[config.mk]
export PLATFORM = sky130hd
export DESIGN_NAME = wb_retire_queue
export DESIGN_NICKNAME = d
export VERILOG_FILES = /design/src/rtl/wb_retire_queue_pkg.sv /design/src/rtl/wb_fwd_match.sv /design/src/rtl/wb_retire_queue.sv
export SDC_FILE = /design/constraint.sdc
export NUM_CORES = 2
export LEC_CHECK = 0
export BUFFER_PORTS_ARGS = -buffer_cell sky130_fd_sc_hd__buf_4
export CORE_AREA = 2 2 224 314
export CTS_CLUSTER_DIAMETER = 150
export CTS_CLUSTER_SIZE = 16
export DETAILED_ROUTE_END_ITERATION = 8
export DIE_AREA = 0 0 226 316
export GPL_TIMING_DRIVEN = 0
export HOLD_SLACK_MARGIN = 0.06
export PLACE_DENSITY = 0.77
export SKIP_LAST_GASP = 1
export SYNTH_ARGS = -nofsm -noshare
export SYNTH_HDL_FRONTEND = slang
export SYNTH_SLANG_ARGS = --single-unit
[constraint.sdc]
create_clock -name clk -period 17.6 [get_ports clk]
set_input_delay 1.76 -clock clk [delete_from_list [all_inputs] [get_ports clk]]
set_output_delay 1.76 -clock clk [all_outputs]
set_load 0.01 [all_outputs]
[src/rtl/wb_retire_queue_pkg.sv]
// rtl/wb_retire_queue_pkg.sv - shared widths and entry layout for the writeback retire queue
package wb_retire_queue_pkg;

  localparam int WB_DATA_W = 32;
  localparam int WB_ADDR_W = 5;
  localparam int WB_PC_W   = 32;

  // Entry layout, MSB first: pc, rf_we, rf_waddr, rf_wdata, hi_we, lo_we, hi, lo
  function automatic int wb_ent_wd(input int pc_w, input int addr_w, input int data_w);
    return pc_w + 3 + addr_w + 3 * data_w;
  endfunction

endpackage

[src/rtl/wb_fwd_match.sv]
// rtl/wb_fwd_match.sv - youngest-first priority matcher over age-ordered queue entries
module wb_fwd_match #(
  parameter int DEPTH  = 4,
  parameter int DATA_W = 32
) (
  input  logic [DEPTH-1:0]             match,
  input  logic [DEPTH-1:0][DATA_W-1:0] data,
  output logic                         hit,
  output logic [DATA_W-1:0]            sel_data
);

  // Index 0 is the oldest entry; later indices overwrite so the youngest match wins.
  always_comb begin
    hit      = 1'b0;
    sel_data = '0;
    for (int i = 0; i < DEPTH; i++) begin
      if (match[i]) begin
        hit      = 1'b1;
        sel_data = data[i];
      end
    end
  end

endmodule

[src/rtl/wb_retire_queue.sv]
// rtl/wb_retire_queue.sv - DEPTH-entry writeback queue with in-order retire and ID forwarding
module wb_retire_queue
  import wb_retire_queue_pkg::*;
#(
  parameter int DATA_W = WB_DATA_W,
  parameter int ADDR_W = WB_ADDR_W,
  parameter int PC_W   = WB_PC_W,
  parameter int DEPTH  = 4
) (
  input  logic                       clk,
  input  logic                       rst,
  input  logic                       in_valid,
  output logic                       in_ready,
  input  logic [PC_W-1:0]            in_pc,
  input  logic                       in_rf_we,
  input  logic [ADDR_W-1:0]          in_rf_waddr,
  input  logic [DATA_W-1:0]          in_rf_wdata,
  input  logic                       in_hi_we,
  input  logic                       in_lo_we,
  input  logic [DATA_W-1:0]          in_hi,
  input  logic [DATA_W-1:0]          in_lo,
  input  logic                       retire_hold,
  output logic                       rf_we,
  output logic [ADDR_W-1:0]          rf_waddr,
  output logic [DATA_W-1:0]          rf_wdata,
  output logic                       hi_we,
  output logic                       lo_we,
  output logic [DATA_W-1:0]          hi_o,
  output logic [DATA_W-1:0]          lo_o,
  input  logic [ADDR_W-1:0]          id_raddr1,
  input  logic [ADDR_W-1:0]          id_raddr2,
  output logic                       fwd_hit1,
  output logic [DATA_W-1:0]          fwd_data1,
  output logic                       fwd_hit2,
  output logic [DATA_W-1:0]          fwd_data2,
  output logic                       fwd_hi_hit,
  output logic [DATA_W-1:0]          fwd_hi,
  output logic                       fwd_lo_hit,
  output logic [DATA_W-1:0]          fwd_lo,
  output logic [$clog2(DEPTH):0]     count,
  output logic [PC_W-1:0]            debug_wb_pc,
  output logic [3:0]                 debug_wb_rf_wen,
  output logic [ADDR_W-1:0]          debug_wb_rf_wnum,
  output logic [DATA_W-1:0]          debug_wb_rf_wdata
);

  localparam int IW        = $clog2(DEPTH);
  localparam int PW        = IW + 1;
  localparam int ENT_W     = wb_ent_wd(PC_W, ADDR_W, DATA_W);
  localparam int LO_LSB    = 0;
  localparam int HI_LSB    = DATA_W;
  localparam int LO_WE     = 2 * DATA_W;
  localparam int HI_WE     = 2 * DATA_W + 1;
  localparam int WDATA_LSB = 2 * DATA_W + 2;
  localparam int WADDR_LSB = 3 * DATA_W + 2;
  localparam int RF_WE     = WADDR_LSB + ADDR_W;
  localparam int PC_LSB    = RF_WE + 1;

  logic [ENT_W-1:0] mem [DEPTH];
  logic [PW-1:0]    wr_ptr, rd_ptr;
  logic             full, empty, accept, fire;
  logic [ENT_W-1:0] head;

  assign full     = (wr_ptr[PW-1] != rd_ptr[PW-1]) && (wr_ptr[IW-1:0] == rd_ptr[IW-1:0]);
  assign empty    = (wr_ptr == rd_ptr);
  assign count    = wr_ptr - rd_ptr;
  assign in_ready = !rst && !full;
  assign accept   = in_valid && in_ready;
  assign fire     = !empty && !retire_hold;
  assign head     = mem[rd_ptr[IW-1:0]];

  always_ff @(posedge clk or posedge rst) begin
    if (rst) begin
      wr_ptr <= '0;
      rd_ptr <= '0;
      for (int i = 0; i < DEPTH; i++) mem[i] <= '0;
    end else begin
      if (accept) begin
        mem[wr_ptr[IW-1:0]] <= {in_pc, in_rf_we, in_rf_waddr, in_rf_wdata,
                                in_hi_we, in_lo_we, in_hi, in_lo};
        wr_ptr <= wr_ptr + 1'b1;
      end
      if (fire) rd_ptr <= rd_ptr + 1'b1;
    end
  end

  assign rf_we    = fire && head[RF_WE];
  assign hi_we    = fire && head[HI_WE];
  assign lo_we    = fire && head[LO_WE];
  assign rf_waddr = fire ? head[WADDR_LSB +: ADDR_W] : '0;
  assign rf_wdata = fire ? head[WDATA_LSB +: DATA_W] : '0;
  assign hi_o     = fire ? head[HI_LSB +: DATA_W] : '0;
  assign lo_o     = fire ? head[LO_LSB +: DATA_W] : '0;

  assign debug_wb_pc       = fire ? head[PC_LSB +: PC_W] : '0;
  assign debug_wb_rf_wen   = {4{rf_we}};
  assign debug_wb_rf_wnum  = rf_waddr;
  assign debug_wb_rf_wdata = rf_wdata;

  // Re-index storage by age (0 = head) so the matchers only need positional priority.
  logic [DEPTH-1:0]             m1, m2, mhi, mlo;
  logic [DEPTH-1:0][DATA_W-1:0] d_rf, d_hi, d_lo;
  logic [ENT_W-1:0]             ent;
  logic                         ent_valid;

  always_comb begin
    m1 = '0; m2 = '0; mhi = '0; mlo = '0;
    d_rf = '0; d_hi = '0; d_lo = '0;
    ent = '0;
    ent_valid = 1'b0;
    for (int i = 0; i < DEPTH; i++) begin
      ent       = mem[IW'(rd_ptr[IW-1:0] + IW'(i))];
      ent_valid = (PW'(i) < count);
      m1[i]   = ent_valid && ent[RF_WE] && (id_raddr1 != '0) &&
                (ent[WADDR_LSB +: ADDR_W] == id_raddr1);
      m2[i]   = ent_valid && ent[RF_WE] && (id_raddr2 != '0) &&
                (ent[WADDR_LSB +: ADDR_W] == id_raddr2);
      mhi[i]  = ent_valid && ent[HI_WE];
      mlo[i]  = ent_valid && ent[LO_WE];
      d_rf[i] = ent[WDATA_LSB +: DATA_W];
      d_hi[i] = ent[HI_LSB +: DATA_W];
      d_lo[i] = ent[LO_LSB +: DATA_W];
    end
  end

  wb_fwd_match #(.DEPTH(DEPTH), .DATA_W(DATA_W)) u_fwd1 (
    .match(m1), .data(d_rf), .hit(fwd_hit1), .sel_data(fwd_data1));
  wb_fwd_match #(.DEPTH(DEPTH), .DATA_W(DATA_W)) u_fwd2 (
    .match(m2), .data(d_rf), .hit(fwd_hit2), .sel_data(fwd_data2));
  wb_fwd_match #(.DEPTH(DEPTH), .DATA_W(DATA_W)) u_fwd_hi (
    .match(mhi), .data(d_hi), .hit(fwd_hi_hit), .sel_data(fwd_hi));
  wb_fwd_match #(.DEPTH(DEPTH), .DATA_W(DATA_W)) u_fwd_lo (
    .match(mlo), .data(d_lo), .hit(fwd_lo_hit), .sel_data(fwd_lo));

endmodule

* Word level (Yosys, flattened, before mapping)
Cells that the tools add are included.
** Cells by class
- Reduce and logical (&&, ||, !) cells :: 42
- Multiplexer cells :: 52
- $lt $le $gt $ge :: 10
- Add/subtract/negate cells :: 6
- Bitwise operators :: 5
- Equality and inequality tests :: 11
** Operators by type and width (count)
- $bmux W136 S2 :: 4
- $mux W32 :: 20
- $mux W104 :: 6
- $bwmux W544 :: 1
- $mux W136 :: 3
- $demux W136 S2 :: 1
- $eq A5 B5 Y1 :: 8
- $logic_and A1 B1 Y1 :: 36
- $mux W1 :: 16
- $ge A3 B3 Y1 const B :: 5
- $not A2 Y3 :: 5
- $reduce_bool A5 Y1 :: 2
- $add A3 B1 Y3 const B :: 2
- $lt A1 B3 Y1 const A :: 2
- $lt A2 B3 Y1 const A :: 2
- $mux W5 :: 1
- $add A2 B2 Y2 const B :: 2
- $logic_not A1 Y1 :: 4
- $eq A3 B3 Y1 :: 1
- $lt A3 B1 Y1 const B :: 1
- $sub A3 B3 Y3 :: 1
- $add A2 B1 Y2 const B :: 1
- $eq A2 B2 Y1 :: 1
- $ne A1 B1 Y1 :: 1
** Storage, ports and cells
- Bits of input ports :: 150
- Register bits :: 550
- Logic and storage cells :: 132

* Logic depth before layout (Yosys ltp)
- Word-level depth :: 11
- Mapped depth :: 13
- Depth with buffers taken out :: 10

* Hierarchy
Synthesis repeated with hierarchy kept, for this count alone.
** Second synthesis, totals
- Cells, all modules :: 2928
- Area total of the unflattened synthesis :: 36640.1 µm²
** By module, submodules not included
- wb_retire_queue :: instances 1, cells each 2444, seq. area each 13763.2 µm², area an instance 33452.1 µm²
- wb_fwd_match :: instances 4, cells each 121, seq. area each 0.0 µm², area an instance 797.0 µm²

* Worst setup path after synthesis
Ideal clock, no wire load.
- Path type :: input to output
- From :: input port id_raddr2[1]
- To :: output port fwd_data2[11]
- Slack :: 12143 ps
- Buffers on the path :: 3
- Arrival time :: 3697 ps
- Required time :: 15840 ps
- Cell stages on the path :: 9
- Path through :: buf_1 -> nor4_1 -> a211oi_1 -> o21ai_1 -> or2_2 -> clkbuf_1 -> clkbuf_1 -> a31oi_1 -> a221oi_2
** On the way
- Longest elaborated chain between the ends :: 7
- Elaborated cells on any way between the ends :: 17
- Those cells by class :: eq/ne (4); mux (4); reduce/logical (9)
** Ends and longest elaborated chain
- start, declared :: RTL line wb_retire_queue.sv:31 : input logic [ADDR_W-1:0] id_raddr2,
- $reduce_bool A5 Y1 :: RTL line wb_retire_queue.sv:116 : m2[i] = ent_valid && ent[RF_WE] && (id_raddr2 != '0) &&
- $logic_and A1 B1 Y1 (2 in a row) :: RTL line wb_retire_queue.sv:116
- $mux W32 (3 in a row) :: RTL line wb_fwd_match.sv:17 : if (match[i]) begin
- $mux W32 * :: RTL line wb_fwd_match.sv:17
- end, declared :: RTL line wb_retire_queue.sv:35 : output logic [DATA_W-1:0] fwd_data2,
Every way passes the cells marked *; elsewhere a longest branch is shown, timed or not.

* Final worst setup path
- From :: register rd_ptr[1]
- To :: output port fwd_data1[6]
** On the way
- Longest elaborated chain between the ends :: 11
- Elaborated cells on any way between the ends :: 44
- Those cells by class :: add/sub (4); order compare (4); eq/ne (4); mux (16); bitwise (4); reduce/logical (12)
** Ends and longest elaborated chain
- start, declared :: RTL line wb_retire_queue.sv:60 : logic [PW-1:0] wr_ptr, rd_ptr;
- start signal, assigned :: RTL line wb_retire_queue.sv:83 : if (fire) rd_ptr <= rd_ptr + 1'b1;
- parallel branches: the longest is 10 deep, another holds $add A2 B1 Y2
- $mux W32 * :: RTL line wb_fwd_match.sv:17
- end, declared :: RTL line wb_retire_queue.sv:33 : output logic [DATA_W-1:0] fwd_data1,
Every way passes the cells marked *. The select of a mux whose other input is x is not followed.

==> metrics.csv <==
metric;value;unit
status;finished, final reports clean;
avgRoutedWirePerCell;28.0;um
r2r-start;rd_ptr[1];
drv_cap;0;
grt_start_max_net_pins;120;
drt_iter0_drc;3068;
synth_seq_cells;550;
grt_pass1_vias;31000;
insertion_delay;600;ps
globalRouteOverflowTotal;0;
yosysTopAreaCellShare;37.6;%
die_area;71400;um2
die-width;226;um
critical_path_arrival;5580;ps
fin_crit_sh;41.7;%
cts_buffer_depth;3;
cts_made_buffers;40;
cts_tree;built;
num_rows;114;
min_path_cells;1;
worstPathMaxFanout;10;
wirelength;131000;um
worstPathRequired;15840;ps
setup_violations;0;
die_h;316;um
root_buffer;clkbuf_16;
grt_pass1_wl;192000;um
startpoint_type;register;
rsz0062_at_grt;false;
clk_pin_slew;80;ps
syn_area;36600;um2
viasPerCell;6.56;
drv_slew;0;
synth_nets;3393;
route.detailed.drc;0;
n_fill_cell;5619;
io-pin-count;463;
synth_top_flop_cell;dfrtp_1;
ys_warn_count;0;
initial_core_util;53.4;%
post_cts_buffers;0;
drtAntennaViolNets;0;
gp_congestion;1.00;
ys_seq_area_share;37.6;%
cts_sinks;550;
hold_violations;0;
slew_headroom;15.8;%
syn_inst;3235;
dr.pass1.iters;9;
r2r_cells;12;
async_flop_share;100;%
worst_pin_slew;1260;ps
synth_area_leaders;dfrtp_1 38%, mux2_2 21%, mux4_2 14%;
hp-start;mem[247];
clock_skew;28.6;ps
max_freq;136;MHz
final_nets;3892;
synth_most_common_cell;mux2_2;
crit_type;register to output port;
coreArea;68600;um2
port_buffers;453;
yosysUniqueCellTypes;60;
grtUsageTotal;36.0;%
endpoint_kind;output port;
synth_top_area_cell;dfrtp_1;
syn_to_final_growth;15.7;%
fin_util;61.8;%
fin_crit;7340;ps
dp_hpwl;94800;um
cts_hold_buffers;0;
htree_levels;2;
antenna_found_initial;11;
min_path_type;register to register;
r2r_end;mem[171];
layout-drive-gt1-share;42.5;%
crit_start;rd_ptr[1];
avgSynthCellArea;11.3;um2
min_to;mem[247];
synth-edff-count;0;
vias;30600;
cts-resized-gates;0;
yosys-top-cells-count;685 x mux2_2, 550 x dfrtp_1, 274 x nand2_1;
r2r_slack;12210;ps
==> layout make-up <==
class / instances / area (um2) / share of cell area (%)
Multi-Input combinational cell: 2328 / 21200 / 50.0
Buffer: 344 / 1660 / 3.92
Tap cell: 928 / 1160 / 2.74
Sequential cell: 550 / 13800 / 32.5
Clock inverter: 3 / 36.3 / 0.0856
Clock buffer: 40 / 1000 / 2.36
Antenna cell: 5 / 12.5 / 0.0295
Timing Repair Buffer: 457 / 3510 / 8.29
Inverter: 13 / 56.3 / 0.133
==> metal layers <==
metal | track usage [%] | vias to the layer above | routed length, um
li1 | - | 13000 | -
met1 | 42.5 | 15200 | 46100
met2 | 60.6 | 1938 | 63600
met3 | 7.85 | 491 | 12400
met4 | 21.0 | 10 | 8460
met5 | 0 | - | 68
==> critical path: stages, from the launching register on <==
cell	delay, ps
dfrtp_1	410
buf_4	210
buf_6	180
clkbuf_1	840
clkbuf_1	910
clkbuf_1	660
clkbuf_1	450
o21ai_0	280
a221oi_1	750
buf_4	240
==> logic make-up after synthesis <==
group           Yosys count  share of synthesized area, %
buf+inv                 357                          4.67
compound gates          539                          9.38
flops                   550                          37.6
simple gates            693                          8.31
mux                    1048                          38.7
fa+ha+maj                 8                         0.294
xor+xnor                 40                          1.06
==> stage by stage <==
step                       TNS, ps  area, um2  std cells  hold WS [ps]  setup WS [ps]
after global placement    -3056520      41200       4616           480          -5630
final                            0      42400       4668           501          10260
after global routing             0      42400       4667           511          10260
after CTS                        0      42400       4663           503          10470
after detailed placement         0      41300       4620           488          10930
after floorplan                  0      36600       3235           474            463
==> sequential cells by signal, indices dropped and copies added, names as in the netlist <==
register / count
wr_ptr: 3
rd_ptr: 3
mem: 544
==> how the worst max path moves through the flow <==
stage | endpoint | depth (start not counted)
after detailed placement | fwd_data2[15] | 10
final | fwd_data1[6] | 9
after CTS | rf_wdata[21] | 11
after floorplan | mem[0] | 1
after global placement | mem[448] | 2
after global routing | fwd_data1[6] | 9
==> placed cells by master (no fill, tap or decap), drive strengths merged, types with 2 or more instances in the layout <==
cell / n
xnor2: 23
nor2: 229
a221oi: 35
mux2: 686
mux2i: 135
ha: 7
o21ai: 257
a31oi: 44
a211oi: 7
inv: 15
buf: 625
nor3: 41
or2: 4
o22ai: 2
nand2: 275
diode: 5
clkbuf: 216
mux4: 227
nand3: 35
xor2: 16
a21boi: 3
nand4bb: 2
o311ai: 64
dfrtp: 550
o211ai: 2
nand3b: 2
and3: 19
a211o: 2
nor4: 4
o31a: 20
nand4: 4
and2: 75
a21oi: 97
Power is left out: the tool's default activity adds up to more than one toggle a clock period on the data nets, which glitch-free logic cannot reach.
